**config.mk**
```make
export PLATFORM = sky130hd
export DESIGN_NAME = arbiter_8_way_16
export DESIGN_NICKNAME = d
export VERILOG_FILES = /design/src/rtl/arbiter_8_way_16.sv
export SDC_FILE = /design/constraint.sdc
export NUM_CORES = 1
export LEC_CHECK = 0
export CAP_MARGIN = 20
export CORE_ASPECT_RATIO = 0.7
export CORE_MARGIN = 4
export CORE_UTILIZATION = 46
export CTS_CLUSTER_DIAMETER = 200
export CTS_CLUSTER_SIZE = 14
export DETAILED_ROUTE_END_ITERATION = 16
export HOLD_SLACK_MARGIN = 0.12
export PLACE_DENSITY = 0.88
export SLEW_MARGIN = 15
export SYNTH_ARGS = -nofsm -noshare
export SYNTH_HDL_FRONTEND = slang
export SYNTH_SLANG_ARGS = --single-unit
```
**constraint.sdc**
```tcl
create_clock -name clk -period 9.09 [get_ports clk]
set_input_delay 1.818 -clock clk [delete_from_list [all_inputs] [get_ports clk]]
set_output_delay 1.818 -clock clk [all_outputs]
set_load 0.05 [all_outputs]
```
**src/rtl/arbiter_8_way_16.sv**
```systemverilog
// Round-robin arbiter steering eight 16-bit requesters onto one registered output word.
// Define ARB_LOCK_EN to add a lock input that suppresses the HOLD_MAX forced rotation.
module arbiter_8_way_16 #(
    parameter int HOLD_MAX = 4
) (
    input  logic         clk,
    input  logic         reset,
    input  logic [7:0]   req,
    input  logic [127:0] in,
`ifdef ARB_LOCK_EN
    input  logic         lock,
`endif
    output logic [7:0]   gnt,
    output logic [2:0]   sel,
    output logic [15:0]  out,
    output logic         out_valid
);

    typedef enum logic {IDLE, GRANT} state_t;

    localparam logic [3:0] HOLD = 4'(HOLD_MAX);

    state_t     state;
    logic [2:0] ptr;
    logic [2:0] pick;
    logic [3:0] beats;
    logic [4:0] beats_next;
    logic       rotate;

    // Scan from the highest offset down so the lowest offset past ptr wins.
    always_comb begin
        pick = ptr;
        for (int i = 7; i >= 0; i--) begin
            if (req[ptr + 3'(i)]) pick = ptr + 3'(i);
        end
    end

    assign beats_next = {1'b0, beats} + 5'd1;

`ifdef ARB_LOCK_EN
    assign rotate = !lock && (beats_next >= {1'b0, HOLD});
`else
    assign rotate = (beats_next == {1'b0, HOLD});
`endif

    // NOTE: every state register uses <= so all updates land together at the edge.
    always_ff @(posedge clk or posedge reset) begin
        if (reset) begin
            state     <= IDLE;
            gnt       <= '0;
            sel       <= '0;
            out       <= '0;
            out_valid <= 1'b0;
            ptr       <= '0;
            beats     <= '0;
        end else begin
            case (state)
                IDLE: begin
                    out_valid <= 1'b0;
                    if (|req) begin
                        gnt   <= 8'd1 << pick;
                        sel   <= pick;
                        beats <= '0;
                        state <= GRANT;
                    end
                end
                GRANT: begin
                    if (req[sel]) begin
                        out       <= in[{sel, 4'b0000} +: 16];
                        out_valid <= 1'b1;
                        beats     <= (beats_next > {1'b0, HOLD}) ? HOLD : beats_next[3:0];
                        if (rotate) begin
                            gnt   <= '0;
                            ptr   <= sel + 3'd1;
                            state <= IDLE;
                        end
                    end else begin
                        gnt       <= '0;
                        out_valid <= 1'b0;
                        ptr       <= sel + 3'd1;
                        state     <= IDLE;
                    end
                end
                default: state <= IDLE;
            endcase
        end
    end

endmodule

```
==> results of run 1 <==
[cells by family after synthesis]
group                    share of synthesized area (%)
multiplexers                                     42.16
AO/OA/AOI/OAI                                    15.44
AND/OR/NAND/NOR                                  8.676
buffers and inverters                            5.435
flip-flops                                       25.09
XOR/XNOR                                         1.463
adder cells (fa/ha/maj)                          1.742
[cell type report]
class / instances / area share (%)
Clock buffer: 7 / 1.614
Clock inverter: 1 / 0.1404
Inverter: 12 / 0.8423
Multi-Input combinational cell: 246 / 46.65
Sequential cell: 36 / 16.87
Tap cell: 98 / 2.293
Timing Repair Buffer: 170 / 31.59
[synthesized netlist by cell type, drive strengths merged (8+ instances only)]
master,instances
inv,12
a21oi,11
dfrtp,36
nor2,8
nand2,29
buf,13
o21ai,25
mux2i,38
clkbuf,20
mux4,46
[sequential cells by signal, summed over array words and instances, names as in the netlist]
name / count
out_valid: 1
ptr: 3
state: 1
beats: 4
gnt: 8
out: 16
sel: 3
[metrics by stage]
stage                     hold WS (ns)  instance area [um2]  util [%]
after global routing            0.5110                 5348     71.78
after CTS                       0.4862                 5348     71.78
after detailed placement        0.4698                 5254     70.52
after global placement          0.4621                 5254     70.52
final                           0.4834                 5348     71.78
after floorplan                 0.5232                 3591         -
[power by group]
part | internal [mW] | switching, mW
clock network | 0.0616 | 0.0579
logic | 0.641 | 0.800
registers | 0.229 | 0.0743
total | 0.931 | 0.932
[worst min-delay path, stage by stage (launching register included)]
cell     delay, ns
dfrtp_1       0.34
nand2_1       0.05
o21ai_0       0.06
[worst max path at each step]
stage | start | end | slack [ns] | cells after the start
6_report | req[6] | gnt[3] | 4.63 | 7
5_1_grt | req[6] | gnt[5] | 4.54 | 8
3_3_place_gp | req[6] | gnt[3] | 4.49 | 7
2_1_floorplan | req[2] | gnt[1] | 5.06 | 8
3_5_place_dp | req[6] | gnt[3] | 4.35 | 7
4_1_cts | req[6] | gnt[3] | 4.67 | 7
[metal layers]
layer  vias up  part of all wire [%]  wire length (um)  GRT usage (%)
li1       1569                     -                 -              -
met1      1724                    41              5038          34.99
met2       185                    50              6085          42.42
met3        14                   7.4               898          5.155
met4         0                   1.5               181          6.122
met5         -                     0                 0              0
==> flow_summary.yaml, run 1 <==
outcome:
  status: "completed"
yosys:
  synth-seq-cells: 36
  synth_top_cell_by_area: "mux4_2"
  synth-seq-area-share_pct: 25.09
  ys_warn_count: 0
  synth_fp_nets: 470
  async_reset_ff_share_pct: 100.0
  avgSynthCellArea_um2: 10.98
  syn_inst: 327
  synth-edff-count: 0
  synth_area_leaders: "mux4_2, dfrtp_1, mux2i_1, o21ai_0, nand2_1"
  synth_ff_type: "dfrtp_1"
  yosysTopAreaCellShare_pct: 26.97
  netlist_area_um2: 3591
  ys_types: 51
critical_path:
  rrSetupSlack_ns: 4.98
  reg2regPathDepth: 9
  slowest_delay_ns: 0.68
  r2r-end: "gnt[3]"
  critPathRequiredTime_ns: 9.27
  crit_family: "multiplexers"
  cp-end-kind: "flip-flop"
  arrival_ns: 4.64
  crit_chain: "clkdlybuf4s50_1, mux4_1, mux2_4, a2111o_1, a211o_1, and2_4, a22o_1"
  critPathLaunchType: "primary input"
  worstReg2RegStart: "ptr[1]"
  crit_type: "primary input to flip-flop"
  path_buf_inv: 1
  critical_path.max_fanout: 11
  slowest_stage: "mux4_1"
sta:
  finalWorstSetupSlack_ns: 4.628
  clock.fmax_ghz: 0.2241
  fin_skew_ns: 0.001942
  fin_tns_setup_ns: 0
  rsz0062_at_grt: "false"
  setup_violations: 0
  tightest_slew_ns: 0.8364
  drv_slew: 0
  hold_viol: 0
  post-route-period-util_pct: 49.09
  fin_crit_ns: 4.462
  slew_headroom_pct: 44.24
layout:
  n_antenna_cell: 0
  areaGrowthSynthToFinish_pct: 48.92
  final_nets: 614
  multiInputGateArea_um2: 2495
  mostFrequentLayoutCell: "clkdlybuf4s50_1"
  drive_gt1_share_pct: 14.62
  layout_common_cells: "clkdlybuf4s50_1, mux4_2, mux2i_1, dfrtp_1, nand2_1"
  finalNonFillerCells: 570
  final-seq-area_um2: 902.1
  n_fill_cell: 531
clocking:
  cts_setup_buffers: 0
  htreeDepth: 2
  cts_root_buffer: "clkbuf_8"
  cts_buffers: 5
  ctsResizeCount: 0
  clockBufferDepth: 2
  path_clk_slew_ns: 0.07
  clock_latency_ns: 0.29
  hold_buffers: 0
  cts.sinks: 36
  cts_tree: "built"
floorplan:
  fp-row-count: 26
  core-area_um2: 7450
  initial_utilization_pct: 48.20
  die_h_um: 81.92
  dieArea_um2: 9307
  io-pin-count: 166
  fp.dieW_um: 113.6
min_path:
  hold_end: "out[3]"
  hp-start: "out[3]"
  min_path_type: "flip-flop to flip-flop"
  hold_depth: 2
global_routing:
  grt_pass1_vias: 3406
  grt.total_usage_pct: 25.60
  gr-total-overflow: 0
  grt_pass1_wl_mm: 18.18
  grt_max_degree: 38
  antenna_found_initial: 0
placement:
  preCtsSetupSlack_ns: 4.354
  globalplace.congestion: 0.9406
  dpl.hpwl_mm: 9.913
  dp_cells: 562
  io_buffers: 165
route:
  viasPerCell: 6.126
  drt-pass1-iter-count: 5
  ant_nets: 0
  vias: 3492
  wirelength_mm: 12.20
  routedWlPerCell_um: 21.41
  drc: 0
  detail_route.iter0.violations: 364
power_and_ir_drop:
  power_mw: 1.863
  pwr_density_cell_nw_per_um2: 348.3
  ir_worst_vdd_mv: 0.2019
  p_leak_nw: 2.127
job:
  drv_cap: 0
Note: power is estimated with default switching activity, not from simulation.
==> run 2, diff against run 1 <==
--- a/config.mk
+++ b/config.mk
@@ -8,12 +8,12 @@
 export CAP_MARGIN = 20
 export CORE_ASPECT_RATIO = 0.7
 export CORE_MARGIN = 4
-export CORE_UTILIZATION = 46
+export CORE_UTILIZATION = 43
 export CTS_CLUSTER_DIAMETER = 200
 export CTS_CLUSTER_SIZE = 14
 export DETAILED_ROUTE_END_ITERATION = 16
 export HOLD_SLACK_MARGIN = 0.12
-export PLACE_DENSITY = 0.88
+export PLACE_DENSITY = 0.83
 export SLEW_MARGIN = 15
 export SYNTH_ARGS = -nofsm -noshare
 export SYNTH_HDL_FRONTEND = slang
==> constraint.sdc (replaced) <==
create_clock -name clk -period 4.5 [get_ports clk]
set_input_delay 0.9 -clock clk [delete_from_list [all_inputs] [get_ports clk]]
set_output_delay 0.9 -clock clk [all_outputs]
set_load 0.05 [all_outputs]
==> run 2 against run 1 <==
  * Combinational power grew 99%
  * Worst hold slack worse by 0.0071 ns
  * Total power grew 110%
  * Via count is 2.1% lower
  * Clock power rose to 3.0 times the previous value
  * Register-to-register slack lost 4.0 ns
  * Non-clock buffer count rose by 1
  * Sequential cell count is the same
  * Sequential power is 110% higher
==> flow_summary.yaml, run 2 (synthesis gave the netlist of run 1 again) <==
job:
  drv_cap: 0
floorplan:
  fp-row-count: 27
  core-area_um2: 8006
  initial_utilization_pct: 44.85
  die_h_um: 84.46
  dieArea_um2: 9900
  fp.dieW_um: 117.2
  io-pin-count: 166
global_routing:
  grt_max_degree: 32
  antenna_found_initial: 0
  grt.total_usage_pct: 23.38
  grt_pass1_vias: 3517
  gr-total-overflow: 0
  grt_pass1_wl_mm: 18.04
clocking:
  hold_buffers: 0
  cts_tree: "built"
  cts_setup_buffers: 0
  clockBufferDepth: 2
  cts_buffers: 5
  clock_latency_ns: 0.28
  cts.sinks: 36
  htreeDepth: 2
  path_clk_slew_ns: 0.06
  ctsResizeCount: 0
  cts_root_buffer: "clkbuf_16"
sta:
  fin_tns_setup_ns: 0
  fin_skew_ns: 0.001792
  post-route-period-util_pct: 79.16
  hold_viol: 0
  setup_violations: 0
  clock.fmax_ghz: 0.2807
  fin_crit_ns: 3.562
  tightest_slew_ns: 0.8486
  rsz0062_at_grt: "false"
  slew_headroom_pct: 43.42
  drv_slew: 0
critical_path:
  crit_type: "flip-flop to flip-flop"
  critical_path.max_fanout: 27
  slowest_stage: "ha_1"
  arrival_ns: 3.73
  reg2regPathDepth: 10
  cp-end-kind: "flip-flop"
  crit_chain: "buf_4, inv_1, ha_1, mux4_1, mux2i_1, nor3_1, a2111o_1, a211o_1, and2_4, a22o_1"
  slowest_delay_ns: 0.71
  critPathRequiredTime_ns: 4.67
  critPathLaunchType: "flip-flop"
placement:
  io_buffers: 165
  globalplace.congestion: 0.9275
  dpl.hpwl_mm: 9.426
  dp_cells: 566
layout:
  n_antenna_cell: 0
  top_regs: "out (16), gnt (8), beats (4)"
  n_fill_cell: 609
  finalNonFillerCells: 574
  regMostFlops: "out"
  drive_gt1_share_pct: 15.01
  largest_reg_flops: 16
  mostFrequentLayoutCell: "clkdlybuf4s50_1"
  layout_common_cells: "clkdlybuf4s50_1, mux4_2, mux2i_1, dfrtp_1, nand2_1"
  final_nets: 615
  areaGrowthSynthToFinish_pct: 50.87
power_and_ir_drop:
  p_leak_nw: 2.165
  pwr_density_cell_nw_per_um2: 709.8
  ir_worst_vdd_mv: 0.3007
min_path:
  min_path_type: "flip-flop to flip-flop"
  hold_depth: 2
route:
  viasPerCell: 5.955
  routedWlPerCell_um: 19.98
  detail_route.iter0.violations: 255
  drc: 0
  drt-pass1-iter-count: 7
  ant_nets: 0
  wirelength_mm: 11.47
  vias: 3418
outcome:
  status: "completed"
[run 2: changes by cell type in the layout (fill, tap and decap cells not counted), sizes merged]
cell      change
buf           +1
clkbuf        -1
clkinv        +1
clkinvlp      -1
inv           +1
[run 2: final timing paths]
check,from,to,slack [ns]
max,ptr[0],gnt[3],0.94
min,out[10],out[10],0.48
max reg2reg,ptr[0],gnt[3],0.94
min reg2reg,out[10],out[10],0.48
max in group asynchronous,reset,sel[0],2.77
min in group asynchronous,reset,gnt[1],1.02
[run 2: report_power, final]
group | leakage (nW) | internal [mW] | switching, mW
logic | 1.64 | 1.30 | 1.57
clock network | 0.0772 | 0.221 | 0.138
registers | 0.452 | 0.463 | 0.160
total | 2.16 | 1.98 | 1.86
[run 2: area by class of cell]
cell class / count / area (um2) / share of cell area (%)
Sequential cell: 36 / 902.1 / 16.65
Tap cell: 101 / 126.4 / 2.333
Multi-Input combinational cell: 246 / 2495 / 46.05
Clock buffer: 6 / 138.9 / 2.564
Clock inverter: 2 / 13.76 / 0.2540
Timing Repair Buffer: 171 / 1697 / 31.32
Inverter: 12 / 45.04 / 0.8314
[run 2: layer usage]
| layer | vias to the layer above | share of wire (%) | track usage [%] |
|---|---|---|---|
| met1 | 1672 | 43 | 33.12 |
| li1 | 1581 | - | - |
| met3 | 14 | 6.6 | 4.179 |
| met5 | - | 0 | 0 |
| met4 | 0 | 1.4 | 4.688 |
| met2 | 151 | 49 | 37.73 |
[run 2: per-stage QoR]
stage                     hold slack (ns)  util, %  power (mW)  setup slack (ns)  instance area (um2)
after floorplan                    0.5232        -       2.759             1.228                 3591
after global placement             0.4619    65.76       3.388            0.8402                 5265
after detailed placement           0.4692    65.76       3.467            0.7860                 5265
after CTS                          0.4823    67.67       3.838            0.9521                 5418
after global routing               0.4933    67.67       4.098            0.7495                 5418
final                              0.4763    67.67       3.845            0.9378                 5418
[run 2: critical path: cells and delay by family (launching register included)]
kind	cells	cell delay [ns]
buffers and inverters	2	0.50
AND/OR/NAND/NOR	2	0.23
AO/OA/AOI/OAI	3	0.88
multiplexers	2	0.80
adder cells (fa/ha/maj)	1	0.71
flip-flops	1	0.32
